==> src/rtl/ex_mem_stage_reg.sv <==
//==============================================================================
// Module      : ex_mem_stage_reg
// Description : EX/MEM pipeline stage register. It captures the EX-stage
//               result, store data, destination register, control bits and
//               transfer size for use by the MEM stage. Latency is one cycle.
//               Edge priority is reset > flush > stall > load.
//
//               A flush inserts a bubble. It clears the valid flag, the
//               control bits and the transfer size. The data fields and rdMem
//               keep their current values.
//               A stall holds everything.
//               A load of a non-valid instruction captures the data fields
//               and forces the control bits to zero. As a result,
//               valid_mem=0 always implies that no write is enabled.
//
// Ports       : clk, reset            - clock, synchronous active-high reset
//               stall, flush          - pipeline hold / bubble insertion
//               valid_in, alu_out, outDataIn, outRd, reg_wr, mem_wr, mem_rd,
//               ldurb, transfer       - EX-stage inputs
//               valid_mem, aluMem, dataInMem, rdMem, reg_wr_mem, mem_wr_mem,
//               mem_rd_mem, ldurb_mem, transfer_mem - registered MEM outputs
//               stall_cnt, bubble_cnt - performance counters
//
// Options     : `define EX_MEM_PERF_EN adds stall_cnt and bubble_cnt.
//               stall_cnt counts edges with stall=1 and flush=0.
//               bubble_cnt counts flushes and loads with valid_in=0.
//               Both counters wrap modulo 2^CNT_W.
//
// Revision    : 1.0 - initial release
//==============================================================================
`default_nettype none

module ex_mem_stage_reg #(
    parameter int DATA_W = 64,
    parameter int RD_W   = 5,
    parameter int XFER_W = 4,
    parameter int CNT_W  = 32
) (
    input  logic              clk,
    input  logic              reset,
    input  logic              stall,
    input  logic              flush,
    input  logic              valid_in,
    input  logic [DATA_W-1:0] alu_out,
    input  logic [DATA_W-1:0] outDataIn,
    input  logic [RD_W-1:0]   outRd,
    input  logic              reg_wr,
    input  logic              mem_wr,
    input  logic              mem_rd,
    input  logic              ldurb,
    input  logic [XFER_W-1:0] transfer,
    output logic              valid_mem,
    output logic [DATA_W-1:0] aluMem,
    output logic [DATA_W-1:0] dataInMem,
    output logic [RD_W-1:0]   rdMem,
    output logic              reg_wr_mem,
    output logic              mem_wr_mem,
    output logic              mem_rd_mem,
    output logic              ldurb_mem,
    output logic [XFER_W-1:0] transfer_mem
`ifdef EX_MEM_PERF_EN
    ,
    output logic [CNT_W-1:0]  stall_cnt,
    output logic [CNT_W-1:0]  bubble_cnt
`endif
);

    logic              r_valid;
    logic [DATA_W-1:0] r_alu;
    logic [DATA_W-1:0] r_data;
    logic [RD_W-1:0]   r_rd;
    logic              r_reg_wr;
    logic              r_mem_wr;
    logic              r_mem_rd;
    logic              r_ldurb;
    logic [XFER_W-1:0] r_transfer;

    // Qualifying the control bits with valid_in keeps a non-valid
    // instruction from ever enabling a write in the MEM stage.
    logic w_ctrl_en;
    assign w_ctrl_en = valid_in;

    always_ff @(posedge clk) begin
        if (reset) begin
            r_valid    <= 1'b0;
            r_alu      <= '0;
            r_data     <= '0;
            r_rd       <= '0;
            r_reg_wr   <= 1'b0;
            r_mem_wr   <= 1'b0;
            r_mem_rd   <= 1'b0;
            r_ldurb    <= 1'b0;
            r_transfer <= '0;
        end else if (flush) begin
            // Bubble: the data fields and rd are deliberately left untouched.
            r_valid    <= 1'b0;
            r_reg_wr   <= 1'b0;
            r_mem_wr   <= 1'b0;
            r_mem_rd   <= 1'b0;
            r_ldurb    <= 1'b0;
            r_transfer <= '0;
        end else if (!stall) begin
            r_valid    <= valid_in;
            r_alu      <= alu_out;
            r_data     <= outDataIn;
            r_rd       <= outRd;
            r_reg_wr   <= reg_wr & w_ctrl_en;
            r_mem_wr   <= mem_wr & w_ctrl_en;
            r_mem_rd   <= mem_rd & w_ctrl_en;
            r_ldurb    <= ldurb  & w_ctrl_en;
            r_transfer <= transfer;
        end
    end

    // All outputs come straight from the flops.
    assign valid_mem    = r_valid;
    assign aluMem       = r_alu;
    assign dataInMem    = r_data;
    assign rdMem        = r_rd;
    assign reg_wr_mem   = r_reg_wr;
    assign mem_wr_mem   = r_mem_wr;
    assign mem_rd_mem   = r_mem_rd;
    assign ldurb_mem    = r_ldurb;
    assign transfer_mem = r_transfer;

`ifdef EX_MEM_PERF_EN
    logic [CNT_W-1:0] r_stall_cnt;
    logic [CNT_W-1:0] r_bubble_cnt;

    always_ff @(posedge clk) begin
        if (reset) begin
            r_stall_cnt  <= '0;
            r_bubble_cnt <= '0;
        end else begin
            // A flush takes precedence, so a flushed stall edge counts as a
            // bubble rather than as a stall.
            if (stall && !flush) begin
                r_stall_cnt <= r_stall_cnt + 1'b1;
            end
            if (flush || (!stall && !valid_in)) begin
                r_bubble_cnt <= r_bubble_cnt + 1'b1;
            end
        end
    end

    assign stall_cnt  = r_stall_cnt;
    assign bubble_cnt = r_bubble_cnt;
`else
    localparam int c_unused_cnt_w = CNT_W;
`endif

endmodule

`default_nettype wire

==> config.mk <==
export PLATFORM = sky130hd
export DESIGN_NAME = ex_mem_stage_reg
export DESIGN_NICKNAME = d
export VERILOG_FILES = /design/src/rtl/ex_mem_stage_reg.sv
export SDC_FILE = /design/constraint.sdc
export NUM_CORES = 1
export LEC_CHECK = 0
export CORE_UTILIZATION = 36
export DETAILED_ROUTE_END_ITERATION = 16
export HOLD_SLACK_MARGIN = 0.15
export PLACE_DENSITY = 0.73
export SETUP_SLACK_MARGIN = 0.5
export SLEW_MARGIN = 10
export SYNTH_ARGS = -nofsm -noshare
export SYNTH_HDL_FRONTEND = slang
export SYNTH_SLANG_ARGS = --single-unit
==> constraint.sdc <==
create_clock -name clk -period 3.35 [get_ports clk]
set_input_delay 0.67 -clock clk [delete_from_list [all_inputs] [get_ports clk]]
set_output_delay 0.67 -clock clk [all_outputs]
set_load 0.05 [all_outputs]
Yosys cells after proc, flatten, opt, wreduce, memory -nomap -nowiden
Index checks and enable logic that the tools add are counted.
Storage, ports and cells
  flip-flop bits (word level): 142
  output and inout port bits: 142
  word-level logic and storage cells: 17
Operators by class
  bitwise logic cells: 6
  reductions and logical operators: 2
Operator list (number)
  $and 1x1->1: 4
  $not 1->1: 2
  $reduce_and 2->1: 1
  $reduce_or 2->1: 1

Depth between registers and ports, before layout
Gate-level depths: netlist of run 1.
  depth after elaboration: 2
  gate-level depth with buffers: 7
  gate-level depth less buffers: 2

Worst setup path before layout of run 1
Ideal clock, no wire load.
  path kind: input to register
  start: input port stall
  end: register r_alu[52], in the netlist aluMem[52]
  library setup time: 0.070 ns
  data arrival time: 1.624 ns
  data required time: 3.280 ns
  slack: 1.655 ns
  stages: 6
  path buffers: 4
  path through: buf_6 buf_6 buf_12 buf_6 or3b_1 a21oi_1
On the way
  word-level cells in the longest chain between the ends: 2
Ends and longest elaborated chain
  from (decl): RTL line 41  | input logic stall,
  $not 1->1 (no source line)
  $reduce_and 2->1 (no source line)
  to (signal assigned): RTL line 104  | r_alu <= alu_out;
  to (decl): RTL line 69  | logic [DATA_W-1:0] r_alu;
Every way passes these cells.
A chain may end at the register's enable or synchronous reset.

Worst setup path after layout of run 1
  start: register r_alu[0], in the netlist aluMem[0]
  end: output port aluMem[0]
RTL lines
  to (decl): RTL line 53  | output logic [DATA_W-1:0] aluMem,
No word-level cell between the ends.

==> results of run 1 <==
[power breakdown]
group	internal [mW]	leakage [nW]	switching, mW
logic	0.357	1.77	0.468
registers	1.77	1.16	0.0331
clock network	1.13	0.271	0.712
[worst paths after layout]
path                          endpoint  slack [ps]                      start  cells past startpoint
max                          aluMem[0]        1090     aluMem[0]$_SDFFE_PP0P_                      1
max reg2reg  dataInMem[9]$_SDFFE_PP0P_        2670  dataInMem[9]$_SDFFE_PP0P_                      2
min reg2reg    mem_rd_mem$_SDFFE_PP0N_         460    mem_rd_mem$_SDFFE_PP0N_                      2
min            mem_rd_mem$_SDFFE_PP0N_         460    mem_rd_mem$_SDFFE_PP0N_                      2
[per-stage QoR]
| stage | power (mW) | util [%] | cells | hold WS (ps) |
|---|---|---|---|---|
| after floorplan | 2.32 | - | 640 | 681 |
| after global routing | 4.65 | 58.5 | 1105 | 486 |
| final | 4.46 | 58.5 | 1105 | 463 |
| after detailed placement | 2.66 | 54.9 | 1074 | 455 |
| after CTS | 4.53 | 58.5 | 1105 | 464 |
| after global placement | 2.66 | 54.9 | 1074 | 449 |
[per-layer routing]
| layer | share of wire, % | GRT usage (%) | vias to the layer above | routed length (microns) |
|---|---|---|---|---|
| met4 | 2.0 | 8.41 | 0 | 318 |
| met2 | 46 | 29.3 | 183 | 7500 |
| met5 | 0 | 0 | - | 0 |
| met3 | 9.4 | 8.36 | 23 | 1530 |
| li1 | - | - | 2786 | - |
| met1 | 42 | 21.7 | 2426 | 6900 |
[cells in the final DEF (no fill, tap or decap), drive strengths merged]
cell type | netlist | final
nor2 | 5 | 5
clkdlybuf4s50 | 0 | 284
clkinvlp | 0 | 4
o21ai | 133 | 133
or3b | 133 | 133
a21oi | 137 | 137
dfxtp | 142 | 142
nand3b | 4 | 4
buf | 15 | 10
clkbuf | 61 | 21
clkinv | 0 | 3
mux2i | 5 | 5
or2 | 1 | 1
nand2 | 4 | 4
bufinv | 0 | 2
inv | 0 | 1
[cells by family after synthesis]
| kind of cell | count (synthesis) | share of synthesized area, % |
|---|---|---|
| AOI/OAI and AO/OA | 270 | 23.0 |
| buffers and inverters | 76 | 6.73 |
| DFF | 142 | 48.4 |
| muxes | 5 | 0.852 |
| and+or+nand+nor | 147 | 21.0 |
[sequential cells by signal, summed over array words and instances (netlist names)]
| signal | flops |
|---|---|
| aluMem | 64 |
| valid_mem | 1 |
| reg_wr_mem | 1 |
| dataInMem | 64 |
| ldurb_mem | 1 |
| transfer_mem | 4 |
| mem_rd_mem | 1 |
| rdMem | 5 |
| mem_wr_mem | 1 |
[worst register-to-register path: cells and delay by family, from the launching register on]
family / cells / cell delay, ps
flip-flops: 1 / 360
AO/OA/AOI/OAI: 2 / 250
[area by class of cell]
type	instances	area share, %
clock inverters	10	1.22
flip-flops and latches	142	30.6
well taps	216	2.91
clock buffers	21	4.95
multi-input cells	422	28.4
repair buffers	294	32.0
==> results.md, run 1 <==
- Outcome: complete, no violations
- Slowest Stage Delay on Critical Path: 830 ps
- Worst-path cell chain: clkdlybuf4s50_1
- WP data arrival: around 1600 ps
- Path category of the worst min-delay check: reg2reg
- Area of the core: about 16000 sq um
- Worst-path clk slew: roughly 60 ps
- Post-route cell area: roughly 9300 sq um
- Port Buf Inserts: ~290
- Final antenna diode count: 0
- Clock Skew: 0 ps
- Fin. max-slew vios: 0
- Max_cap viols: 0
- Routed wire length: approximately 16 mm
- Final worst setup slack: ~1100 ps
- Remaining Overflow, GRT: 0
- Die width: between 100 and 150 microns
- Mapped Area: between 5000 and 6000 sq um
- CP Class: reg2out
- Nets: about 1000
- Post-synth top flop: dfxtp_1
- Peak supply drop: ~330 uV
- Sequential share of the synthesized area: between 40 and 50%
- Drt pass-1 iters: 4
- Area contributors post-synth: dfxtp_1 48%, or3b_1 20%, a21oi_1 12%
- CP max-delay cell: clkdlybuf4s50_1
- Tcrit/Tclk final: between 60% and 70%
- Final setup viols: 0
- Count leader, synth: dfxtp_1
- Cts hold-fix bufs: 0
- Setup crit end kind: primary output
- Num rows: between 40 and 50
- Clock Latency Late Sink: just over 400 ps
- Total CTS buffers: 17
- Initial core utilization: 37.0%
- Top-area cell type share of the netlist area: between 40% and 50%
- Num Clock Sinks: around 140
- Post-DP HPWL: around 10 mm
- Yosys Warn Count: 0
- Filler cell count: about 1500
- Global-route wire length before repair: 24.2 mm
- Vias/cell: 4.90
- Routed len/inst: roughly 15 microns
- Cell Pwr Density: between 400 and 500 nW/um^2
- Unrepaired setup endpoints after global routing: false
- Die area: 16800 sq um
- Post-CTS resize count: 0
- Cell taking the most area after synthesis: dfxtp_1
- Seq cells post-synth: between 100 and 150
- Async S/R FF share, synth: 0%
- Leakage power: between 3 and 4 nW
- CP Data Required Time: 2680 ps
- CTS tree: yes
- Largest net degree at the start of global routing: ~140
- Detail Route Antenna Nets: 0
- FF+latch area: between 2000 and 3000 sq um
- EDFF count, synth: 0
- Chip height: between 100 and 150 microns
- Family with the most delay on the worst path: buffers and inverters
- Clock Tree Buf Depth: 2
- Worst Tran Pin Value: a little under 900 ps
- Total GRT Usage: approximately a fifth
- Layout area overhead: 58.3%
- Most frequent cells after synthesis: 142 x dfxtp_1, 137 x a21oi_1, 133 x or3b_1
- Syn Area/Cell: ~9.2 sq um
- Number of global-route vias before repair: between 4000 and 5000
- Max-slew headroom: about two fifths
- Max Fanout on Critical Path: 2
- Post-place setup slack: 1320 ps
- CTS Root Cell: clkbuf_16
- CP startpoint kind: flop
- DRC violations left: 0
- Area after DPL: 8720 sq um
- Synth Instances: 640
- RD Place Congestion: between 0.7 and 0.8
- Syn_nets: about 790
- DR vias: 5418
- Fmax: around 440 MHz
- Iteration-0 DRC Markers: around 270
- Area of the multi-input gates: 2640 sq um
- H-tree depth: 4
- Final count of hold timing violations: 0
- Period minus WS final: 2260 ps
- Final TNS setup: 0 ps
- Crit path buffers/inverters: 1
- Layout cells sized above 1: under 10%
- Top Ports: ~290
- Antenna violations before repair: 0
- Setup repair bufs after CTS: 0
- Post-synthesis cell type count: 15
No activity file was read; power rests on OpenSTA's default activity.
==> run 2: changes to the inputs <==
==> constraint.sdc (replaced) <==
create_clock -name clk -period 2.34 [get_ports clk]
set_input_delay 0.468 -clock clk [delete_from_list [all_inputs] [get_ports clk]]
set_output_delay 0.468 -clock clk [all_outputs]
set_load 0.05 [all_outputs]
==> run 2 against run 1 <==
Core utilization decreased by 0.24 points. Global-route usage increased by 0.38 points. Clock skew unchanged. Critical endpoint is now rdMem[4]. Critical path depth unchanged. Register-to-register slack got worse by 1000 ps. Design area decreased by 0.42%. Total power increased by 49%. Hold slack got worse by 5.4 ps. Setup slack got worse by 520 ps.
==> results.md, run 2 (synthesis gave the netlist of run 1 again) <==
- Outcome: complete, no violations
- Clock Tree Buf Depth: 2 (unchanged)
- Most frequent cells in the layout: 142 x dfxtp_1, 142 x clkdlybuf4s50_1, 140 x dlygate4sd2_1, 137 x a21oi_1, 133 x or3b_1
- Top sig layer: met4
- Setup repair bufs after CTS: 0 (unchanged)
- FF-to-FF path depth: 2 (unchanged)
- Clock Latency Late Sink: 410 ps (about the same)
- Leakage power: 3.89 nW (+21%)
- Nets: 1032 (+0.88%)
- Reg2reg end: aluMem[27]$_SDFFE_PP0P_
- Share of total power in sequential cells: 38.7% (-1.6 points)
- Final antenna diode count: 0 (unchanged)
- Cell Pwr Density: 718 nW/um^2 (+49%)
- Clock share of power: 44.4% (+3.2 points)
- Top Ports: 288 (unchanged)
- Max_cap viols: 0 (unchanged)
- Worst-path clk slew: 60 ps (about the same)
- Reg2reg start: aluMem[27]$_SDFFE_PP0P_
- Worst Tran Pin Value: 619 ps (-261 ps)
- P_int: 4.92 mW (+51%)
- Port Buf Inserts: 287 (unchanged)
- Die width: 130 microns (unchanged)
- Dpl cells: 1083 (+0.84%)
- CTS tree: yes
- Num rows: 46 (unchanged)
- Peak supply drop: 427 uV (+29%)
- Family with the most delay on the worst path: buffers and inverters
- Initial core utilization: 37.0% (unchanged)
- Tcrit/Tclk final: between 70% and 80%
- Met1 Wirelength: 7.16 mm (+3.7%)
- Final TNS setup: 0 ps (unchanged)
- Post-DP HPWL: 11.0 mm (+5.8%)
- Chip height: 130 microns (unchanged)
- Layout area overhead: 57.6%
- DRC violations left: 0 (unchanged)
- CTS Root Cell: clkbuf_16
- DR WL met3: 1.42 mm (-7.2%)
- CP Data Required Time: 1870 ps (-810 ps)
- Routed wire length: 16.6 mm (+1.9%)
- Sw Share: 26.0% (-1.1 points)
- Crit path buffers/inverters: 1 (unchanged)
- CP startpoint kind: flop
- Worst-path cell chain: dlygate4sd2_1
- DR vias: 5463 (+0.83%)
- Psw: 1.73 mW (+43%)
- Final setup viols: 0 (unchanged)
- Layout cells sized above 1: 5.46% (+0.96 points)
- Drt pass-1 iters: 4 (unchanged)
- Area of the core: 15900 sq um (unchanged)
- RD Place Congestion: 0.720 (+0.98%)
- Max-slew headroom: 58.7% (+17 points)
- R2R setup slack: 1650 ps (-1020 ps)
- Hold Path End: reg_wr_mem$_SDFFE_PP0N_
- Path category of the worst min-delay check: reg2reg
- Detail Route Antenna Nets: 0 (unchanged)
- Global-route wire length before repair: 24.8 mm (+2.4%)
- Remaining Overflow, GRT: 0 (unchanged)
- Iteration-0 DRC Markers: 277 (+3.7%)
- Total GRT Usage: 19.0% (+0.38 points)
- WP data arrival: 1300 ps (-290 ps)
- H-tree depth: 4 (unchanged)
- Final count of hold timing violations: 0 (unchanged)
- Combinational power share: 16.9% (-1.6 points)
- Layout Cells excl Fill: 1113 (+0.72%)
- Routed len/inst: 14.9 microns (+1.2%)
- Routed wl met2: 7.75 mm (+3.3%)
- Hold Path Depth: 2 (unchanged)
- Period minus WS final: roughly 1800 ps
- Setup crit end kind: primary output
- Fmax: roughly 560 MHz
- Unrepaired setup endpoints after global routing: false
- CP max-delay cell: dlygate4sd2_1
- Vias/cell: 4.91 (+0.11%)
- Clock Skew: 0 ps (unchanged)
- Number of global-route vias before repair: 4727 (+1.6%)
- Slowest Stage Delay on Critical Path: 540 ps (-290 ps)
- Max Fanout on Critical Path: 2 (unchanged)
- Fin. max-slew vios: 0 (unchanged)
- Min-delay src: reg_wr_mem$_SDFFE_PP0N_
- Die area: 16800 sq um (unchanged)
- CP Class: reg2out
- Antenna violations before repair: 0 (unchanged)
- Num Clock Sinks: 142 (unchanged)
- Largest net degree at the start of global routing: 112 (-21%)
- Total CTS buffers: 17 (unchanged)
==> run 2: area by class of cell <==
cell class | count | area [sq um]
Tap cell | 216 | 270
Multi-Input combinational cell | 422 | 2640
Sequential cell | 142 | 2840
Clock inverter | 10 | 186
Clock buffer | 20 | 457
Fill cell | 1465 | 6630
Timing Repair Buffer | 303 | 2870
==> run 2: what timing repair did <==
action                                  in CTS  in global routing
hold buffers                                 0                  0
endpoints found under the setup margin     142                  2
hold endpoints to repair                     0                  0
resized for setup                          142                  2
==> run 2: worst max path at each step <==
stage,startpoint,endpoint,slack (ps),cells past startpoint
finish,rdMem[4]$_SDFFE_PP0P_,rdMem[4],570,1
global route,dataInMem[61]$_SDFFE_PP0P_,dataInMem[61],510,1
CTS,aluMem[17]$_SDFFE_PP0P_,aluMem[17],540,1
detailed placement,stall,transfer_mem[2]$_SDFFE_PP0N_,630,4
global placement,stall,transfer_mem[2]$_SDFFE_PP0N_,660,4
floorplan,stall,aluMem[52]$_SDFFE_PP0P_,850,6
==> run 2: power by group through the flow <==
stage,clock network (mW),logic [mW],registers [mW]
after CTS,3.02,1.13,2.57
after floorplan,0,0.319,3.00
after global routing,3.13,1.20,2.58
after detailed placement,0,1.20,2.63
final,2.95,1.12,2.57
after global placement,0,1.19,2.62
==> run 2: per-stage QoR <==
stage	hold slack [ps]	total power [mW]	util [%]	instance area, sq um	setup WS, ps
CTS	459	6.72	58.3	9260	537
detailed placement	452	3.83	55.3	8790	630
global placement	451	3.82	55.3	8790	661
finish	458	6.65	58.3	9260	568
floorplan	612	3.32	-	5870	847
global route	483	6.91	58.3	9260	514
==> run 2: routing by layer <==
metal	up-vias	global-route usage, %
met2	185	30.3
met1	2452	23.0
met3	16	8.00
li1	2810	-
met4	0	6.29
met5	-	0
==> patch: new RTL, flow settings as in run 1 <==
Add a define of `EX_MEM_PERF_EN`.
--- a/src/rtl/ex_mem_stage_reg.sv
+++ b/src/rtl/ex_mem_stage_reg.sv
@@ -30,4 +30,6 @@
 //==============================================================================
 `default_nettype none
+
+`define EX_MEM_PERF_EN
 
 module ex_mem_stage_reg #(
Behaviour (old outputs only; new: bubble_cnt and stall_cnt): unchanged (Yosys induction, for registers that start in step).
==> patch against run 1 <==
- non-clock buffer count is 70 higher
- design area is 33% higher
- sequential cell count rose by 64
- worst setup slack lost 0.23 ns
- clock skew rose by 0.012 ns
- area after synthesis grew 34%
- wire length rose by 51%
- total power up 31%
- critical endpoint is now stall_cnt[25]$_SDFFE_PP0P_
==> patch: results (changes against run 1) <==
clk_lat worst skew=0.50 ns (+0.09 ns); Post-DP Area=0.01161 mm2 (+33%); Cell variety after synth=32 (+17); Fillers=1922 (+32%); r2r setup slk=1.03 ns (-1.64 ns); Worst Reg-to-Reg Cells=4 (+2); Synth Register Bits=206 (+45%); critical path class=primary input to flop; PortBufs=351 (+22%); static leakage=4.265 nW (+33%); CP Data Arrival Time=2.91 ns (+1.32 ns); Final HPWL DP=17.00 mm (+64%); Non-clk invs=9 (+9); status=complete, no violations; met3 Use GR=7.317% (-1.0 points); Final #Nets=1433 (+40%); non-clk buf share=29.72% (-2.3 points); Multi-input gate area=0.003443 mm2 (+31%); utilization after layout=58.07% (-0.47 points); syn nets=1115 (+42%); die area=0.02247 mm2 (+33%); Peak VDD IR=0.0003676 V (+11%); largest net degree at the start of global routing=99 (-30%); met2 Usage GRT=33.52% (+4.2 points); #MultiIn Comb=681 (+61%); DRT Wirelength=24.53 mm (+51%); share of cells above drive strength 1=4.398% (-0.10 points); # diodes=1 (+1)
==> patch: logic make-up (layout without fill, tap and decap cells) <==
group / count (synthesis) / count (layout) / share of synthesized area (%)
buffers and inverters: 80 / 409 / 4.036
AOI/OAI and AO/OA: 219 / 219 / 15.17
muxes: 12 / 12 / 1.637
and+or+nand+nor: 432 / 432 / 24.69
adders and majority gates: 2 / 2 / 0.3177
DFF: 206 / 206 / 52.37
xor gates and xnor gates: 16 / 16 / 1.779
other: 0 / 1 / 0
==> patch: power by group through the flow <==
stage / clock, W / sequential, W / combinational [W]
global route: 0.00257 / 0.00258 / 0.000899
detailed placement: 0 / 0.00263 / 0.000850
global placement: 0 / 0.00262 / 0.000848
finish: 0.00241 / 0.00257 / 0.000847
floorplan: 0 / 0.00291 / 0.000179
CTS: 0.00247 / 0.00257 / 0.000854
==> patch: critical path: stages <==
cell             delay (ns)
clkdlybuf4s50_1        0.56
and4b_1                0.46
nand4_1                0.36
buf_4                  0.31
or4_1                  0.41
a21oi_1                0.14
